--- config.mk ---
export PLATFORM = sky130hd
export DESIGN_NAME = axi_lite_master_flat
export DESIGN_NICKNAME = d
export VERILOG_FILES = /design/src/rtl/axi_lite_master_if.sv /design/src/rtl/axi_lite_master.sv /design/src/flat_wrapper.sv
export SDC_FILE = /design/constraint.sdc
export NUM_CORES = 1
export LEC_CHECK = 0
export ABC_AREA = 1
export BUFFER_PORTS_ARGS = -buffer_cell sky130_fd_sc_hd__buf_2
export CORE_ASPECT_RATIO = 1.5
export CORE_MARGIN = 3
export CORE_UTILIZATION = 44
export DETAILED_ROUTE_END_ITERATION = 8
export PLACE_DENSITY = 0.84
export SETUP_SLACK_MARGIN = 0.4
export SLEW_MARGIN = 20
export SYNTH_ARGS = -nofsm -noshare
export SYNTH_HDL_FRONTEND = slang
export SYNTH_SLANG_ARGS = --single-unit
--- constraint.sdc ---
create_clock -name ACLK -period 1.65 [get_ports ACLK]
set_input_delay 0.2475 -clock ACLK [delete_from_list [all_inputs] [get_ports ACLK]]
set_output_delay 0.2475 -clock ACLK [all_outputs]
set_load 0.03 [all_outputs]
--- src/rtl/axi_lite_master_if.sv ---
// Command/response handshake plus AXI4-Lite master channels for axi_lite_master.
interface axi_lite_master_if #(
   parameter int ADDR_WIDTH = 32,
   parameter int DATA_WIDTH = 32
);
   localparam int STRB_WIDTH = DATA_WIDTH / 8;

   logic                  cmd_valid;
   logic                  cmd_ready;
   logic                  cmd_write;
   logic [ADDR_WIDTH-1:0] cmd_addr;
   logic [DATA_WIDTH-1:0] cmd_wdata;
   logic [STRB_WIDTH-1:0] cmd_wstrb;

   logic                  rsp_valid;
   logic                  rsp_ready;
   logic                  rsp_write;
   logic [DATA_WIDTH-1:0] rsp_rdata;
   logic [1:0]            rsp_resp;

   logic [ADDR_WIDTH-1:0] ARADDR;
   logic                  ARVALID;
   logic                  ARREADY;
   logic [DATA_WIDTH-1:0] RDATA;
   logic [1:0]            RRESP;
   logic                  RVALID;
   logic                  RREADY;
   logic [ADDR_WIDTH-1:0] AWADDR;
   logic                  AWVALID;
   logic                  AWREADY;
   logic [DATA_WIDTH-1:0] WDATA;
   logic [STRB_WIDTH-1:0] WSTRB;
   logic                  WVALID;
   logic                  WREADY;
   logic [1:0]            BRESP;
   logic                  BVALID;
   logic                  BREADY;

   modport master (
      input  cmd_valid, cmd_write, cmd_addr, cmd_wdata, cmd_wstrb, rsp_ready,
      output cmd_ready, rsp_valid, rsp_write, rsp_rdata, rsp_resp,
      output ARADDR, ARVALID, RREADY, AWADDR, AWVALID, WDATA, WSTRB, WVALID, BREADY,
      input  ARREADY, RDATA, RRESP, RVALID, AWREADY, WREADY, BRESP, BVALID
   );

   modport slave (
      output cmd_valid, cmd_write, cmd_addr, cmd_wdata, cmd_wstrb, rsp_ready,
      input  cmd_ready, rsp_valid, rsp_write, rsp_rdata, rsp_resp,
      input  ARADDR, ARVALID, RREADY, AWADDR, AWVALID, WDATA, WSTRB, WVALID, BREADY,
      output ARREADY, RDATA, RRESP, RVALID, AWREADY, WREADY, BRESP, BVALID
   );
endinterface

--- src/rtl/axi_lite_master.sv ---
// Single-outstanding AXI4-Lite master: one command in, one AXI transaction out,
// one response back, with a sticky watchdog on slow slaves.
module axi_lite_master #(
   parameter int ADDR_WIDTH     = 32,
   parameter int DATA_WIDTH     = 32,
   parameter int TIMEOUT_CYCLES = 256
) (
   input  logic                ACLK,
   input  logic                ARESETN,
   axi_lite_master_if.master   bus,
   output logic                timeout_err
);
   localparam int CW = $clog2(TIMEOUT_CYCLES + 1);
   localparam logic [CW-1:0] WD_MAX = CW'(TIMEOUT_CYCLES);

   typedef enum logic [2:0] {IDLE, RD_ADDR, RD_DATA, WR_REQ, WR_RESP, RSP} state_t;

   state_t        state;
   logic [CW-1:0] wd_cnt;
   logic          aw_done;
   logic          w_done;

   assign bus.cmd_ready = (state == IDLE);

   // A channel counts as done if its handshake happened earlier or happens now.
   always_comb begin
      aw_done = !bus.AWVALID || bus.AWREADY;
      w_done  = !bus.WVALID  || bus.WREADY;
   end

   always_ff @(posedge ACLK or negedge ARESETN) begin
      if (!ARESETN) begin
         state         <= IDLE;
         wd_cnt        <= '0;
         timeout_err   <= 1'b0;
         bus.ARVALID   <= 1'b0;
         bus.AWVALID   <= 1'b0;
         bus.WVALID    <= 1'b0;
         bus.RREADY    <= 1'b0;
         bus.BREADY    <= 1'b0;
         bus.rsp_valid <= 1'b0;
         bus.ARADDR    <= '0;
         bus.AWADDR    <= '0;
         bus.WDATA     <= '0;
         bus.WSTRB     <= '0;
         bus.rsp_rdata <= '0;
         bus.rsp_resp  <= '0;
         bus.rsp_write <= 1'b0;
      end else begin
         // Watchdog covers only the AXI-facing states; RSP waits on our own client.
         if (state == IDLE) begin
            wd_cnt <= '0;
         end else if (state != RSP && wd_cnt != WD_MAX) begin
            wd_cnt <= wd_cnt + 1'b1;
            if (wd_cnt + 1'b1 == WD_MAX) timeout_err <= 1'b1;
         end

         case (state)
            IDLE: begin
               if (bus.cmd_valid) begin
                  bus.rsp_write <= bus.cmd_write;
                  if (bus.cmd_write) begin
                     bus.AWADDR  <= bus.cmd_addr;
                     bus.WDATA   <= bus.cmd_wdata;
                     bus.WSTRB   <= bus.cmd_wstrb;
                     bus.AWVALID <= 1'b1;
                     bus.WVALID  <= 1'b1;
                     state       <= WR_REQ;
                  end else begin
                     bus.ARADDR  <= bus.cmd_addr;
                     bus.ARVALID <= 1'b1;
                     state       <= RD_ADDR;
                  end
               end
            end
            RD_ADDR: begin
               if (bus.ARREADY) begin
                  bus.ARVALID <= 1'b0;
                  bus.RREADY  <= 1'b1;
                  state       <= RD_DATA;
               end
            end
            RD_DATA: begin
               if (bus.RVALID) begin
                  bus.rsp_rdata <= bus.RDATA;
                  bus.rsp_resp  <= bus.RRESP;
                  bus.RREADY    <= 1'b0;
                  bus.rsp_valid <= 1'b1;
                  state         <= RSP;
               end
            end
            WR_REQ: begin
               if (bus.AWVALID && bus.AWREADY) bus.AWVALID <= 1'b0;
               if (bus.WVALID && bus.WREADY)   bus.WVALID  <= 1'b0;
               if (aw_done && w_done) begin
                  bus.BREADY <= 1'b1;
                  state      <= WR_RESP;
               end
            end
            WR_RESP: begin
               if (bus.BVALID) begin
                  bus.rsp_resp  <= bus.BRESP;
                  bus.rsp_rdata <= '0;
                  bus.BREADY    <= 1'b0;
                  bus.rsp_valid <= 1'b1;
                  state         <= RSP;
               end
            end
            RSP: begin
               if (bus.rsp_ready) begin
                  bus.rsp_valid <= 1'b0;
                  state         <= IDLE;
               end
            end
            default: state <= IDLE;
         endcase
      end
   end
endmodule

--- src/flat_wrapper.sv ---
// flat-port wrapper written by rule: the top's interface ports become plain ports
module axi_lite_master_flat 
#(
   parameter int ADDR_WIDTH     = 32,
   parameter int DATA_WIDTH     = 32,
   parameter int TIMEOUT_CYCLES = 256
)
  (ACLK, ARESETN, timeout_err, bus_cmd_valid, bus_cmd_write, bus_cmd_addr, bus_cmd_wdata, bus_cmd_wstrb, bus_rsp_ready, bus_cmd_ready, bus_rsp_valid, bus_rsp_write, bus_rsp_rdata, bus_rsp_resp, bus_ARADDR, bus_ARVALID, bus_RREADY, bus_AWADDR, bus_AWVALID, bus_WDATA, bus_WSTRB, bus_WVALID, bus_BREADY, bus_ARREADY, bus_RDATA, bus_RRESP, bus_RVALID, bus_AWREADY, bus_WREADY, bus_BRESP, bus_BVALID);
  axi_lite_master_if #(.ADDR_WIDTH(ADDR_WIDTH), .DATA_WIDTH(DATA_WIDTH)) bus_i ();
  input  logic ACLK;
  input  logic ARESETN;
  output logic timeout_err;
  input wire logic [$bits(bus_i.cmd_valid)-1:0] bus_cmd_valid;
  input wire logic [$bits(bus_i.cmd_write)-1:0] bus_cmd_write;
  input wire logic [$bits(bus_i.cmd_addr)-1:0] bus_cmd_addr;
  input wire logic [$bits(bus_i.cmd_wdata)-1:0] bus_cmd_wdata;
  input wire logic [$bits(bus_i.cmd_wstrb)-1:0] bus_cmd_wstrb;
  input wire logic [$bits(bus_i.rsp_ready)-1:0] bus_rsp_ready;
  output wire logic [$bits(bus_i.cmd_ready)-1:0] bus_cmd_ready;
  output wire logic [$bits(bus_i.rsp_valid)-1:0] bus_rsp_valid;
  output wire logic [$bits(bus_i.rsp_write)-1:0] bus_rsp_write;
  output wire logic [$bits(bus_i.rsp_rdata)-1:0] bus_rsp_rdata;
  output wire logic [$bits(bus_i.rsp_resp)-1:0] bus_rsp_resp;
  output wire logic [$bits(bus_i.ARADDR)-1:0] bus_ARADDR;
  output wire logic [$bits(bus_i.ARVALID)-1:0] bus_ARVALID;
  output wire logic [$bits(bus_i.RREADY)-1:0] bus_RREADY;
  output wire logic [$bits(bus_i.AWADDR)-1:0] bus_AWADDR;
  output wire logic [$bits(bus_i.AWVALID)-1:0] bus_AWVALID;
  output wire logic [$bits(bus_i.WDATA)-1:0] bus_WDATA;
  output wire logic [$bits(bus_i.WSTRB)-1:0] bus_WSTRB;
  output wire logic [$bits(bus_i.WVALID)-1:0] bus_WVALID;
  output wire logic [$bits(bus_i.BREADY)-1:0] bus_BREADY;
  input wire logic [$bits(bus_i.ARREADY)-1:0] bus_ARREADY;
  input wire logic [$bits(bus_i.RDATA)-1:0] bus_RDATA;
  input wire logic [$bits(bus_i.RRESP)-1:0] bus_RRESP;
  input wire logic [$bits(bus_i.RVALID)-1:0] bus_RVALID;
  input wire logic [$bits(bus_i.AWREADY)-1:0] bus_AWREADY;
  input wire logic [$bits(bus_i.WREADY)-1:0] bus_WREADY;
  input wire logic [$bits(bus_i.BRESP)-1:0] bus_BRESP;
  input wire logic [$bits(bus_i.BVALID)-1:0] bus_BVALID;
  assign bus_i.cmd_valid = bus_cmd_valid;
  assign bus_i.cmd_write = bus_cmd_write;
  assign bus_i.cmd_addr = bus_cmd_addr;
  assign bus_i.cmd_wdata = bus_cmd_wdata;
  assign bus_i.cmd_wstrb = bus_cmd_wstrb;
  assign bus_i.rsp_ready = bus_rsp_ready;
  assign bus_cmd_ready = bus_i.cmd_ready;
  assign bus_rsp_valid = bus_i.rsp_valid;
  assign bus_rsp_write = bus_i.rsp_write;
  assign bus_rsp_rdata = bus_i.rsp_rdata;
  assign bus_rsp_resp = bus_i.rsp_resp;
  assign bus_ARADDR = bus_i.ARADDR;
  assign bus_ARVALID = bus_i.ARVALID;
  assign bus_RREADY = bus_i.RREADY;
  assign bus_AWADDR = bus_i.AWADDR;
  assign bus_AWVALID = bus_i.AWVALID;
  assign bus_WDATA = bus_i.WDATA;
  assign bus_WSTRB = bus_i.WSTRB;
  assign bus_WVALID = bus_i.WVALID;
  assign bus_BREADY = bus_i.BREADY;
  assign bus_i.ARREADY = bus_ARREADY;
  assign bus_i.RDATA = bus_RDATA;
  assign bus_i.RRESP = bus_RRESP;
  assign bus_i.RVALID = bus_RVALID;
  assign bus_i.AWREADY = bus_AWREADY;
  assign bus_i.WREADY = bus_WREADY;
  assign bus_i.BRESP = bus_BRESP;
  assign bus_i.BVALID = bus_BVALID;
  axi_lite_master #(.ADDR_WIDTH(ADDR_WIDTH), .DATA_WIDTH(DATA_WIDTH), .TIMEOUT_CYCLES(TIMEOUT_CYCLES)) u_core (.ACLK(ACLK), .ARESETN(ARESETN), .bus(bus_i), .timeout_err(timeout_err));
endmodule
==> reports/metrics.yaml <==
rows: 52
p_leak_nw: 5.530
finalNonFillerCells: 1240
crit_type: "reg -> reg"
worst_pin_slew_ns: 0.4609
antenna_found_initial: 1
area_delta_synth_final_pct: 60.20
portBuffers: 256
grt_pass1_vias: 6120
hold_violations: 0
slew_viol_final: 0
grt_pass1_wl_um: 30820
fin_skew_ns: 0.009635
syn_nets: 829
min_period_ns: 1.742
max_freq_mhz: 574.2
layout_common_cells: "nand2_1, buf_2, dfrtp_1"
die_area_um2: 15830
clkPwrFrac: 0.156
synth.largest_area_cell: "dfrtp_1"
p_int_mw: 12.64
crit_chain: "buf_6 -> inv_6 -> nand3_4 -> or2_4 -> nand3_4 -> buf_6 -> clkbuf_16 -> nand2_2 -> o21ai_1"
finalPower_mw: 23.56
drive_above_1_share: 0.4615
cts.clk_slew.worst_paths_ns: 0.07
switching_power_mw: 10.92
crit_path_max_incr_delay_ns: 0.44
end_kind: "flop"
vias: 6461
synth_top_area_share: 0.6114
hold_path.class: "in -> reg"
cp.required_ns: 1.96
die_w_um: 103.7
drtIter0Drc: 386
cts_buffers: 17
finalSetupViolCount: 6
timing.max_slew.rel_slack: 0.6928
htreeDepth: 4
dp_slack_ns: 0.1190
violations: "negative setup slack"
powerDensity_nw_per_um2: 2333
gp_congestion: 0.8335
drv_cap: 0
n_antenna_cell: 0
cp_data_arrival_time_ns: 2.05
drt.antenna.violating_nets: 0
ys_seq_area_frac: 0.6114
crit_path_start_kind: "flop"
cts_tree: "done"
grt_util_all_layers: 0.2426
clock_path_buffers: 2
clock_sink_count: 154
final_util: 0.7356
crit_slowest_cell: "dfrtp_1"
irDropWorstVdd_mv: 1.349
yosysWarnings: 0
wire_per_inst_um: 19.35
ys_types: 30
worst-path-buf-inv: 4
syn_area_per_cell_um2: 8.841
setup_ws_ns: -0.09160
synth_seq_cells: 154
design.core.area_um2: 13730
place_inst: 1144
firstDrtPassIters: 5
cts_root_buf: "clkbuf_16"
grt_overflow: 0
syn-cell-area_um2: 6304
final_nets: 1155
ios: 257
synth_area_leaders: "dfrtp_1, nand2_1, o21ai_1, inv_1, o21ai_0"
routed_wirelength_um: 23990
cp_max_fo: 6
nFillCells: 839
initial_utilization: 0.4592
outcome: "finished with violations"
seqPwrFrac: 0.287
drc: 0
critPathTopFamily: "simple AND/OR/NAND/NOR gates"
hpwlAfterDp_um: 12080
clkLatencyLatePin_ns: 0.42
rsz0062_at_grt: "true"
p_sw_frac: 0.4633
die_h_um: 152.6
period_share: 1.056
grt_start_max_net_pins: 47
syn_inst: 713
combPwrFrac: 0.557
layout_commonest_cell: "nand2_1"
viasPerCell: 5.210
==> layout make-up <==
type / instances / area [um^2] / share of cell area
clock buffer: 18 / 439.2 / 0.04349
clock inverter: 13 / 110.1 / 0.01090
inverter: 55 / 224.0 / 0.02218
multi-input combinational: 472 / 2524 / 0.2499
sequential: 154 / 3856 / 0.3819
tap: 189 / 236.5 / 0.02342
timing repair buffer: 339 / 2709 / 0.2682
==> path summary, 6_finish.rpt <==
check,start,endpoint,slack (ns),cells past startpoint
max,u_core.state[2]$_DFFE_PN0P_,u_core.bus.rsp_rdata[0]$_DFFE_PN0P_,-0.09,9
max in group asynchronous,ARESETN,u_core.bus.rsp_rdata[26]$_DFFE_PN0P_,0.70,3
max reg2reg,u_core.state[2]$_DFFE_PN0P_,u_core.bus.rsp_rdata[0]$_DFFE_PN0P_,-0.09,9
min in group asynchronous,ARESETN,u_core.bus.AWADDR[29]$_DFFE_PN0P_,0.33,2
min,bus_cmd_wdata[6],u_core.bus.WDATA[6]$_DFFE_PN0P_,0.03,3
min reg2reg,u_core.timeout_err$_DFFE_PN0P_,u_core.timeout_err$_DFFE_PN0P_,0.46,2
==> power by group through the flow <==
stage	logic (mW)	clock network, mW	registers, mW
2_1_floorplan	2.96	0	9.54
4_1_cts	10.1	3.69	6.41
5_1_grt	13.8	3.89	6.91
3_5_place_dp	8.83	0	6.44
3_3_place_gp	8.59	0	6.41
6_report	13.1	3.68	6.75
==> cell usage after synthesis, drive strengths merged <==
master  number
a21oi        3
buf         24
clkbuf       8
dfrtp      154
ha           2
inv         55
nand2      318
nand3       10
nand4        3
nor2        26
nor3         1
o21ai       97
o21bai       1
o22ai        5
o31ai        2
or2          2
xnor2        1
xor2         1
==> flip-flops by register name (all words and copies together) (netlist names), 2 cells and up <==
name,flops
u_core.bus.WDATA,32
u_core.bus.rsp_rdata,32
u_core.wd_cnt,9
u_core.state,3
u_core.bus.WSTRB,4
u_core.bus.ARADDR,32
u_core.bus.rsp_resp,2
u_core.bus.AWADDR,32
==> kinds of logic after synthesis <==
logic type / Yosys count / share of synthesized area
XOR/XNOR: 2 / 0.002779
AND/OR/NAND/NOR: 360 / 0.2285
buffers and inverters: 87 / 0.06550
AO/OA/AOI/OAI: 108 / 0.08793
flip-flops: 154 / 0.6114
adder cells (fa/ha/maj): 2 / 0.003969
==> metal layers <==
metal  up-vias  global-route usage  part of all wire  wire (um)
met5         -                   0           0.00054         13
met4         2             0.09759             0.048       1161
met3       101             0.05765             0.075       1803
met2       391              0.4513              0.54      12840
met1      3084              0.2636              0.34       8175
li1       2883                   -                 -          -
==> through the flow <==
stage          instance area (um^2)  hold WS (ns)  TNS [ns]
2_1_floorplan                  6381      -0.04809         0
3_3_place_gp                   7871        0.1972         0
3_5_place_dp                   7871        0.1952         0
4_1_cts                        9002       0.01831         0
5_1_grt                       10100       0.02384    -2.706
6_report                      10100       0.03010   -0.2923
==> worst min-delay path, delay by kind of cell <==
family                 cells  cell delay (ns)
AND/OR/NAND/NOR            2             0.09
buffers and inverters      1             0.07
==> repair_timing <==
action,4_1_cts,5_1_grt
endpoints found under the setup margin,164,224
endpoints found under the hold margin,34,0
hold buffers,1,0
buffers inserted,18,25
pin swaps,10,23
cloned,11,10
gates resized for setup,41,277
Power figures use the tool's default switching activity.
